==> src/rtl/mem_access_unit.sv <==
// Memory-stage access controller: one data-cache request per load/store, pipeline stall until
// the cache responds, registered load/SC result, and the LL/SC link register.
module mem_access_unit #(
  parameter int unsigned WORD_W = 32
) (
  input  logic              CLK,
  input  logic              nRST,
  input  logic              dmemREN_in,
  input  logic              dmemWEN_in,
  input  logic              datomic_in,
  input  logic [WORD_W-1:0] dmemaddr_in,
  input  logic [WORD_W-1:0] dmemstore_in,
  input  logic              halt_in,
  input  logic              flush,
  input  logic              pipe_advance,
  input  logic              dhit,
  input  logic [WORD_W-1:0] dmemload,
  input  logic              snoop_inv,
  input  logic [WORD_W-1:0] snoop_addr,
  output logic              dmemREN,
  output logic              dmemWEN,
  output logic [WORD_W-1:0] dmemaddr,
  output logic [WORD_W-1:0] dmemstore,
  output logic              mem_stall,
  output logic [WORD_W-1:0] memload_out,
  output logic              link_valid
);

  typedef enum logic [1:0] {StIdle, StAccess, StDone} state_e;

  state_e              state_q, state_d;
  logic [WORD_W-1:0]   load_q, load_d;
  logic                link_valid_q, link_valid_d;
  logic [WORD_W-3:0]   link_addr_q, link_addr_d;

  logic is_req, is_store, is_load, is_ll, is_sc, is_sw;
  logic in_access, addr_matches_link, snoop_hit, sc_ok;
  logic ll_set, sc_clear, sw_clear;

  // Link granularity is the word; byte offsets of snooped addresses are irrelevant.
  logic unused_snoop_offset;
  assign unused_snoop_offset = ^snoop_addr[1:0];

  // Both enables set is illegal and resolves to a store.
  assign is_store  = dmemWEN_in;
  assign is_load   = dmemREN_in & ~dmemWEN_in;
  assign is_req    = dmemREN_in | dmemWEN_in;
  assign is_ll     = is_load & datomic_in;
  assign is_sc     = is_store & datomic_in;
  assign is_sw     = is_store & ~datomic_in;
  assign in_access = (state_q == StAccess);

  assign addr_matches_link = (dmemaddr_in[WORD_W-1:2] == link_addr_q);
  assign snoop_hit = snoop_inv & link_valid_q & (snoop_addr[WORD_W-1:2] == link_addr_q);
  // A snoop on the linked word in the same cycle as the check must make the SC fail.
  assign sc_ok     = link_valid_q & addr_matches_link & ~snoop_hit;

  always_comb begin
    state_d      = state_q;
    load_d       = load_q;
    link_valid_d = link_valid_q;
    link_addr_d  = link_addr_q;
    ll_set       = 1'b0;
    sc_clear     = 1'b0;
    sw_clear     = 1'b0;

    unique case (state_q)
      StIdle: begin
        if (is_req && !flush) begin
          if (is_sc) begin
            sc_clear = 1'b1;
            if (sc_ok) begin
              state_d = StAccess;
              load_d  = {{(WORD_W-1){1'b0}}, 1'b1};
            end else begin
              state_d = StDone;
              load_d  = '0;
            end
          end else begin
            state_d = StAccess;
          end
        end
      end
      StAccess: begin
        if (dhit) begin
          state_d = StDone;
          if (is_load) load_d = dmemload;
          ll_set   = is_ll;
          sc_clear = is_sc;
          sw_clear = is_sw & addr_matches_link;
        end
      end
      StDone: begin
        if (pipe_advance) state_d = StIdle;
      end
      default: state_d = StIdle;
    endcase

    if (halt_in) begin
      link_valid_d = 1'b0;
    end else if (ll_set) begin
      link_valid_d = 1'b1;
      link_addr_d  = dmemaddr_in[WORD_W-1:2];
    end else if (sc_clear || sw_clear || snoop_hit) begin
      link_valid_d = 1'b0;
    end
  end

  always_ff @(posedge CLK or negedge nRST) begin
    if (!nRST) begin
      state_q      <= StIdle;
      load_q       <= '0;
      link_valid_q <= 1'b0;
      link_addr_q  <= '0;
    end else begin
      state_q      <= state_d;
      load_q       <= load_d;
      link_valid_q <= link_valid_d;
      link_addr_q  <= link_addr_d;
    end
  end

  // Cache request exists only in ACCESS, so an async reset drops it immediately.
  always_comb begin
    dmemREN     = in_access & is_load;
    dmemWEN     = in_access & is_store;
    dmemaddr    = in_access ? dmemaddr_in : '0;
    dmemstore   = (in_access && is_store) ? dmemstore_in : '0;
    mem_stall   = in_access | ((state_q == StIdle) & is_req & ~flush);
    memload_out = load_q;
    link_valid  = link_valid_q;
  end

endmodule

==> config.mk <==
export PLATFORM = sky130hd
export DESIGN_NAME = mem_access_unit
export DESIGN_NICKNAME = d
export VERILOG_FILES = /design/src/rtl/mem_access_unit.sv
export SDC_FILE = /design/constraint.sdc
export NUM_CORES = 1
export LEC_CHECK = 0
export ABC_AREA = 1
export CAP_MARGIN = 20
export CELL_PAD_IN_SITES_DETAIL_PLACEMENT = 0
export CELL_PAD_IN_SITES_GLOBAL_PLACEMENT = 1
export CORE_MARGIN = 10
export CORE_UTILIZATION = 25
export DETAILED_ROUTE_END_ITERATION = 10
export PLACE_DENSITY_LB_ADDON = 0.1
export SYNTH_ARGS = -nofsm -noshare
export SYNTH_HDL_FRONTEND = slang
export SYNTH_SLANG_ARGS = --single-unit
export TNS_END_PERCENT = 10
==> constraint.sdc <==
create_clock -name CLK -period 1.9 [get_ports CLK]
set_input_delay 0.57 -clock CLK [delete_from_list [all_inputs] [get_ports CLK]]
set_output_delay 0.57 -clock CLK [all_outputs]
set_load 0.03 [all_outputs]
==> impl_results.md, run 1 <==
- Area grow syn2layout: 91.94%
- Peak VDD IR: 0.7910 mV
- Most frequent cell after synthesis: nand2_1
- RSZ-0062 raised after global routing: yes
- Critical path required time: approximately 1.3 ns
- Die H: 147.6 um
- Fmax: 472.0 MHz
- Worst-Margin Slew: 0.3923 ns
- CTS Buffer Depth: 2
- Relative slew slack: about three quarters
- Leak: 3.920 nW
- Slew Limit Fails: 0
- Largest net degree at the start of global routing: 66
- Placed cell area: 7312 sq um
- Initial antenna violation count: 1
- Worst Skew: 0.005999 ns
- Asr flop ratio synth: 100.0%
- Total clock sinks: 65
- Synthesized Nets: 791
- Port Buffers: 235
- Critical-path maximum fanout: 2
- Post-Layout Inst Area: about 8000 sq um
- Top FF cell, synth: dfrtp_1
- CTS Buf Count: 9
- Setup Crit Path Kind: in -> out
- Layout Utilization: 48.99%
- Post-synth EDFFs: 0
- Post-Route WL: 16680 um
- Tot Pwr: 9.161 mW
- Dpl ws: -0.4811 ns
- Final setup fails: 66
- Row count: 46
- Routed via count: ~4700
- Syn Inst Count: 653
- Layout cell share with drive strength beyond 1: a little over a fifth
- Clk_lat worst skew: 0.33 ns
- WL/cell: 14.50 um
- Detailed-route vias per instance: 4.127
- Worst r2r src: state_q[0]
- Fill count: 1595
- Reg2reg setup slack: 0.22 ns
- Die area: 21780 sq um
- DRT iter0 DRCs: 160
- Period utilization: 111.5%
- Post-route DRC: 0
- Routability Congestion: roughly 0.8
- Core area: 15940 sq um
- Vias in the first global route: 4961
- Io pins: 238
- Initial Utilization: approximately 26%
- Diode count: 0
- Critical Path AT: 1.55 ns
- Critical path endpoint category: output port
- Post-layout net count: 1068
- Most area-hungry cell type in the Yosys netlist: dfrtp_1
- Violated checks: setup timing
- Yosys reg bits: 65
- Worst min-delay path class: in -> async
- R2R depth: 10
- Shortest period the worst path allows: 2.119 ns
- Power per Cell Area: 1173 nW/um^2
- Critical Path Source Type: primary input
- WHS: 0.2327 ns
- Drt pass-1 iters: 4
- Status: complete, but fails checks
- Yosys top cell area share: 39.98%
- Synth Cell Area: about 4100 sq um
- RR Endpoint: memload_out[14]
- Netlist cell types: 25
- Die W: 147.6 um
- Avg Cell Area, Syn: 6.231 sq um
- # Max-Cap Violations: 0
- Htree depth: 3
- Global-route wire length before repair: 26120 um
- Dpl hpwl: 13330 um
- Synth cell count leaders: nand2_1, inv_1, nor2_1
- CTS tree: done
- GRT Util Overall: 15.09%
- Root Driver: clkbuf_16
- Synth warnings: 0
- Worst-path clk slew: approximately 0.06 ns
- Final setup margin: -0.2187 ns
- Seq/Total Area, Yosys: 39.98%
- Post-route ant nets: 0
- Final global-route overflow total: 0
- Final Hold Viols: 0
- Largest cells by area after synthesis: dfrtp_1, nand2_1, inv_1
-- worst max-delay path by stage --
stage	start	end	slack, ns	depth (start not counted)
2_1_floorplan	state_q[1]	dmemstore[0]	-0.08	6
3_3_place_gp	dmemWEN_in	dmemstore[10]	-0.48	7
3_5_place_dp	dmemWEN_in	dmemstore[10]	-0.48	7
4_1_cts	dmemaddr_in[27]	dmemaddr[27]	-0.23	5
5_1_grt	state_q[0]	dmemstore[9]	-0.30	8
6_report	dmemaddr_in[14]	dmemaddr[14]	-0.22	5
-- worst max-delay path: stages --
cell and delay, ns:
clkdlybuf4s50_1 0.48, inv_1 0.06, buf_4 0.13, nor2_2 0.16, buf_12 0.14
-- cell usage in the layout (no fill, tap or decap), types with 31 or more instances in the layout --
| cell type | count |
|---|---|
| dfrtp_1 | 65 |
| buf_6 | 35 |
| o21ai_1 | 31 |
| buf_4 | 62 |
| nor2_1 | 42 |
| dlygate4sd2_1 | 38 |
| nand2_1 | 246 |
| nor2_4 | 35 |
| inv_1 | 115 |
| clkdlybuf4s50_1 | 128 |
-- state kept, by name, summed over array words and instances, names as in the netlist --
name / cells
state_q: 2
link_addr_q: 30
link_valid: 1
memload_out: 32
-- area by class of cell --
cell class | instances | area (sq um) | area share [%]
Sequential cell | 65 | 1627 | 20.83
Tap cell | 216 | 270.3 | 3.460
Timing Repair Buffer | 287 | 2947 | 37.73
Inverter | 120 | 459.2 | 5.880
Clock inverter | 5 | 56.30 | 0.7209
Multi-Input combinational cell | 447 | 2212 | 28.32
Clock buffer | 10 | 239.0 | 3.060
-- metrics by stage --
step | setup TNS (ns) | instances
after floorplan | -1.751 | 653
after global placement | -31.18 | 1132
after detailed placement | -31.81 | 1132
after CTS | -13.15 | 1148
after global routing | -17.03 | 1150
final | -11.59 | 1150
-- logic make-up (layout without fill, tap and decap cells) --
logic type	count (synthesis)	in the layout	share of synthesized area, %
buf+inv	141	422	13.41
compound gates	69	69	8.579
flops	65	65	39.98
xor+xnor	15	15	3.229
simple gates	363	363	34.81
-- routing by layer --
metal	global-route usage (%)	routed length, um	part of all wire (%)	up-vias
li1	-	-	-	2481
met1	16.71	6702	40	2084
met2	25.43	7991	48	161
met3	6.563	1643	9.9	20
met4	4.955	340	2.0	0
met5	0	0	0	-
-- timing repair --
item | 4_1_cts | 5_1_grt
hold buffers | 0 | 0
setup buffers | 1 | 2
setup endpoints to repair | 101 | 102
pin swaps | 3 | 4
resized for setup | 95 | 12
-- power breakdown --
part	leakage [nW]	internal (mW)	switching (mW)
clock	0.144	1.04	0.625
sequential	0.874	1.95	0.430
combinational	2.90	2.06	3.05
Power figures use the tool's default switching activity.
==> run 2: changes to the inputs <==
Settings changed: CORE_MARGIN 10 to 5, PLACE_DENSITY_LB_ADDON 0.1 to 0.3.
==> impl_results.md, run 2 (synthesis results as in run 1) <==
- Cell mode on critical path: nor2_4
- Post-route ant nets: 0 (unchanged)
- GRT Util Overall: 16.16% (was 15.09%)
- Most frequent cells in the layout: nand2_1, inv_1, clkdlybuf4s50_1 (was nand2_1, clkdlybuf4s50_1, inv_1)
- Area grow syn2layout: 94.19% (was 91.94%)
- Worst Path Buf+Inv: 4 (unchanged)
- Worst-Margin Slew: 0.3517 ns (was 0.3923 ns)
- Detailed-route vias per instance: 4.031 (was 4.127)
- Routability Congestion: 0.7881 (was 0.7989)
- Clk_lat worst skew: 0.34 ns (was 0.33 ns)
- Power per Cell Area: 1199 nW/um^2 (was 1173 nW/um^2)
- Violated checks: setup timing (unchanged)
- Port Buffers: 235 (unchanged)
- Cts hold-fix bufs: 0 (unchanged)
- DRT iter0 DRCs: 156 (was 160)
- Setup Crit Path Kind: reg -> out (was in -> out)
- Initial Utilization: 25.52% (unchanged)
- Worst path max stage delay: 0.41 ns (was 0.48 ns)
- Die W: 137.6 um (was 147.6 um)
- Placed cell area: 7315 sq um (was 7312 sq um)
- Initial antenna violation count: 2 (was 1)
- Layout Utilization: 49.56% (was 48.99%)
- Shortest period the worst path allows: 2.145 ns (was 2.119 ns)
- Worst Skew: 0.005879 ns (was 0.005999 ns)
- WL/cell: 13.36 um (was 14.50 um)
- Largest delay share family, worst path: buffers and inverters (unchanged)
- Die area: 18930 sq um (was 21780 sq um)
- Core area: 15940 sq um (unchanged)
- Die H: 137.6 um (was 147.6 um)
- Fmax: 466.2 MHz (was 472.0 MHz)
- Global-route wire length before repair: 23610 um (was 26120 um)
- Status: complete, but fails checks (unchanged)
- Critical-path maximum fanout: 8 (was 2)
- # Max-Cap Violations: 0 (unchanged)
- Row count: 46 (unchanged)
- Vias in the first global route: 4679 (was 4961)
- Post-Layout Inst Area: 7901 sq um (was 7810 sq um)
- Total clock sinks: 65 (unchanged)
- Reg power frac: 25.1% (was 25.9%)
- Post-route DRC: 0 (unchanged)
- Routed via count: 4696 (was 4746)
- Worst-path clk slew: 0.06 ns (about the same)
- Slew Limit Fails: 0 (unchanged)
- Post-layout net count: 1081 (was 1068)
- Dpl hpwl: 12150 um (was 13330 um)
- Period utilization: 112.9% (was 111.5%)
- Relative slew slack: 76.65% (was 73.85%)
- Htree depth: 3 (unchanged)
- Final setup margin: -0.2449 ns (was -0.2187 ns)
- Largest net degree at the start of global routing: 41 (was 66)
- Worst min-delay path class: in -> async (unchanged)
- Root Driver: clkbuf_16 (unchanged)
- Final Hold Viols: 0 (unchanged)
- Commonest non-fill, non-tap cell in the layout: nand2_1 (unchanged)
- Critical Path AT: 1.57 ns (was 1.55 ns)
- Post-Route WL: 15560 um (was 16680 um)
- Switch Pwr: 4.123 mW (was 4.109 mW)
- Slowest-stage cell, CP: dfrtp_1 (was clkdlybuf4s50_1)
- Peak VDD IR: 0.8665 mV (was 0.7910 mV)
- Final instance count without filler cells: 1165 (was 1150)
- Leak: 4.046 nW (was 3.920 nW)
- Setup_tns: -11.25 ns (was -11.59 ns)
- Final setup fails: 68 (was 66)
- P_int: 5.350 mW (was 5.051 mW)
- Sw frac: 43.53% (was 44.86%)
- Io pins: 238 (unchanged)
- Post-placement cell count: 1144 (was 1132)
- Critical path endpoint category: output port (unchanged)
- Critical path required time: 1.33 ns (about the same)
- RSZ-0062 raised after global routing: yes (unchanged)
- Layout cell share with drive strength beyond 1: 22.26% (was 21.73%)
- Clock share of power: 20.9% (was 18.2%)
- Fill count: 1659 (was 1595)
- Number of flip-flops in the largest register: 32 (unchanged)
- Worst-path cell chain: nor2_4 > inv_4 > nor2_4 > inv_6 > buf_4 > nor2_4 > buf_6 (was clkdlybuf4s50_1 > inv_1 > buf_4 > nor2_2 > buf_12)
- Comb pwr share: 54.0% (was 55.9%)
- CTS Buf Count: 9 (unchanged)
- Final global-route overflow total: 0 (unchanged)
- Drt pass-1 iters: 4 (unchanged)
- CTS tree: done (unchanged)
- Critical Path Source Type: flop (was primary input)
- CTS Buffer Depth: 2 (unchanged)
==> run 2: changes by cell type in the layout (fill, tap and decap cells not counted), moves of 2 or more <==
| cell | previous run | this run |
|---|---|---|
| clkdlybuf4s50_1 | 128 | 111 |
| buf_4 | 62 | 76 |
| dlygate4sd2_1 | 38 | 51 |
| nor2_2 | 22 | 9 |
| buf_12 | 23 | 15 |
| nor2_1 | 42 | 50 |
| buf_6 | 35 | 42 |
| nor2_4 | 35 | 40 |
| dlymetal6s2s_1 | 1 | 5 |
| bufinv_16 | 1 | 3 |
| clkinv_2 | 3 | 1 |
==> run 2: cell type report <==
cell class	instances	area [sq um]	area share, %
Clock inverter	6	115.1	1.457
Antenna cell	1	2.502	0.03167
Inverter	120	459.2	5.812
Sequential cell	65	1627	20.59
Multi-Input combinational cell	447	2225	28.16
Timing Repair Buffer	300	2964	37.51
Clock buffer	10	239.0	3.025
Tap cell	216	270.3	3.420
==> run 2: worst register-to-register path, stage by stage (launching register included) <==
cell     delay, ns
dfrtp_1       0.41
nor2_4        0.15
buf_4         0.33
o21ai_1       0.18
nand3_2       0.18
buf_12        0.19
o21ai_0       0.10
==> run 2: through the flow <==
step	total power, mW	setup WS (ns)	hold slack, ns
5_1_grt	10.17	-0.3013	0.1357
3_3_place_gp	7.568	-0.4579	0.4644
6_report	9.473	-0.2449	0.1225
2_1_floorplan	5.297	-0.07928	0.2744
3_5_place_dp	7.592	-0.4689	0.4727
4_1_cts	9.565	-0.2331	0.1198
==> run 2: power groups by stage <==
stage | Combinational, mW | Sequential [mW] | Clock (mW)
2_1_floorplan | 2.33 | 2.97 | 0
3_3_place_gp | 5.17 | 2.40 | 0
3_5_place_dp | 5.18 | 2.41 | 0
4_1_cts | 5.14 | 2.39 | 2.03
5_1_grt | 5.61 | 2.47 | 2.09
6_report | 5.11 | 2.38 | 1.98
==> run 2: what timing repair did <==
action                     CTS  global route
setup buffers                2             2
cloned                       0             0
setup endpoints to repair  103            71
resized for setup          109            17
pin swaps                    3             2
==> run 2: path summary, 6_finish.rpt <==
check                           slack, ns  depth (start not counted)         endpoint             from
worst min register to register       0.48                          2  memload_out[19]  memload_out[19]
worst max-delay path                -0.24                          7     dmemstore[2]       state_q[1]
worst min-delay path                 0.12                          1  link_addr_q[15]             nRST
min in group CLK                     0.48                          2  memload_out[19]  memload_out[19]
worst max register to register       0.24                          6  memload_out[25]       state_q[1]
max in group asynchronous            1.28                          2   link_addr_q[1]             nRST
==> run 2: metal layers <==
| metal | up-vias | GRT usage [%] | part of all wire, % |
|---|---|---|---|
| li1 | 2514 | - | - |
| met1 | 2019 | 19.57 | 40 |
| met2 | 143 | 26.60 | 48 |
| met3 | 18 | 6.099 | 10 |
| met4 | 2 | 4.933 | 1.3 |
| met5 | - | 0 | 0.077 |
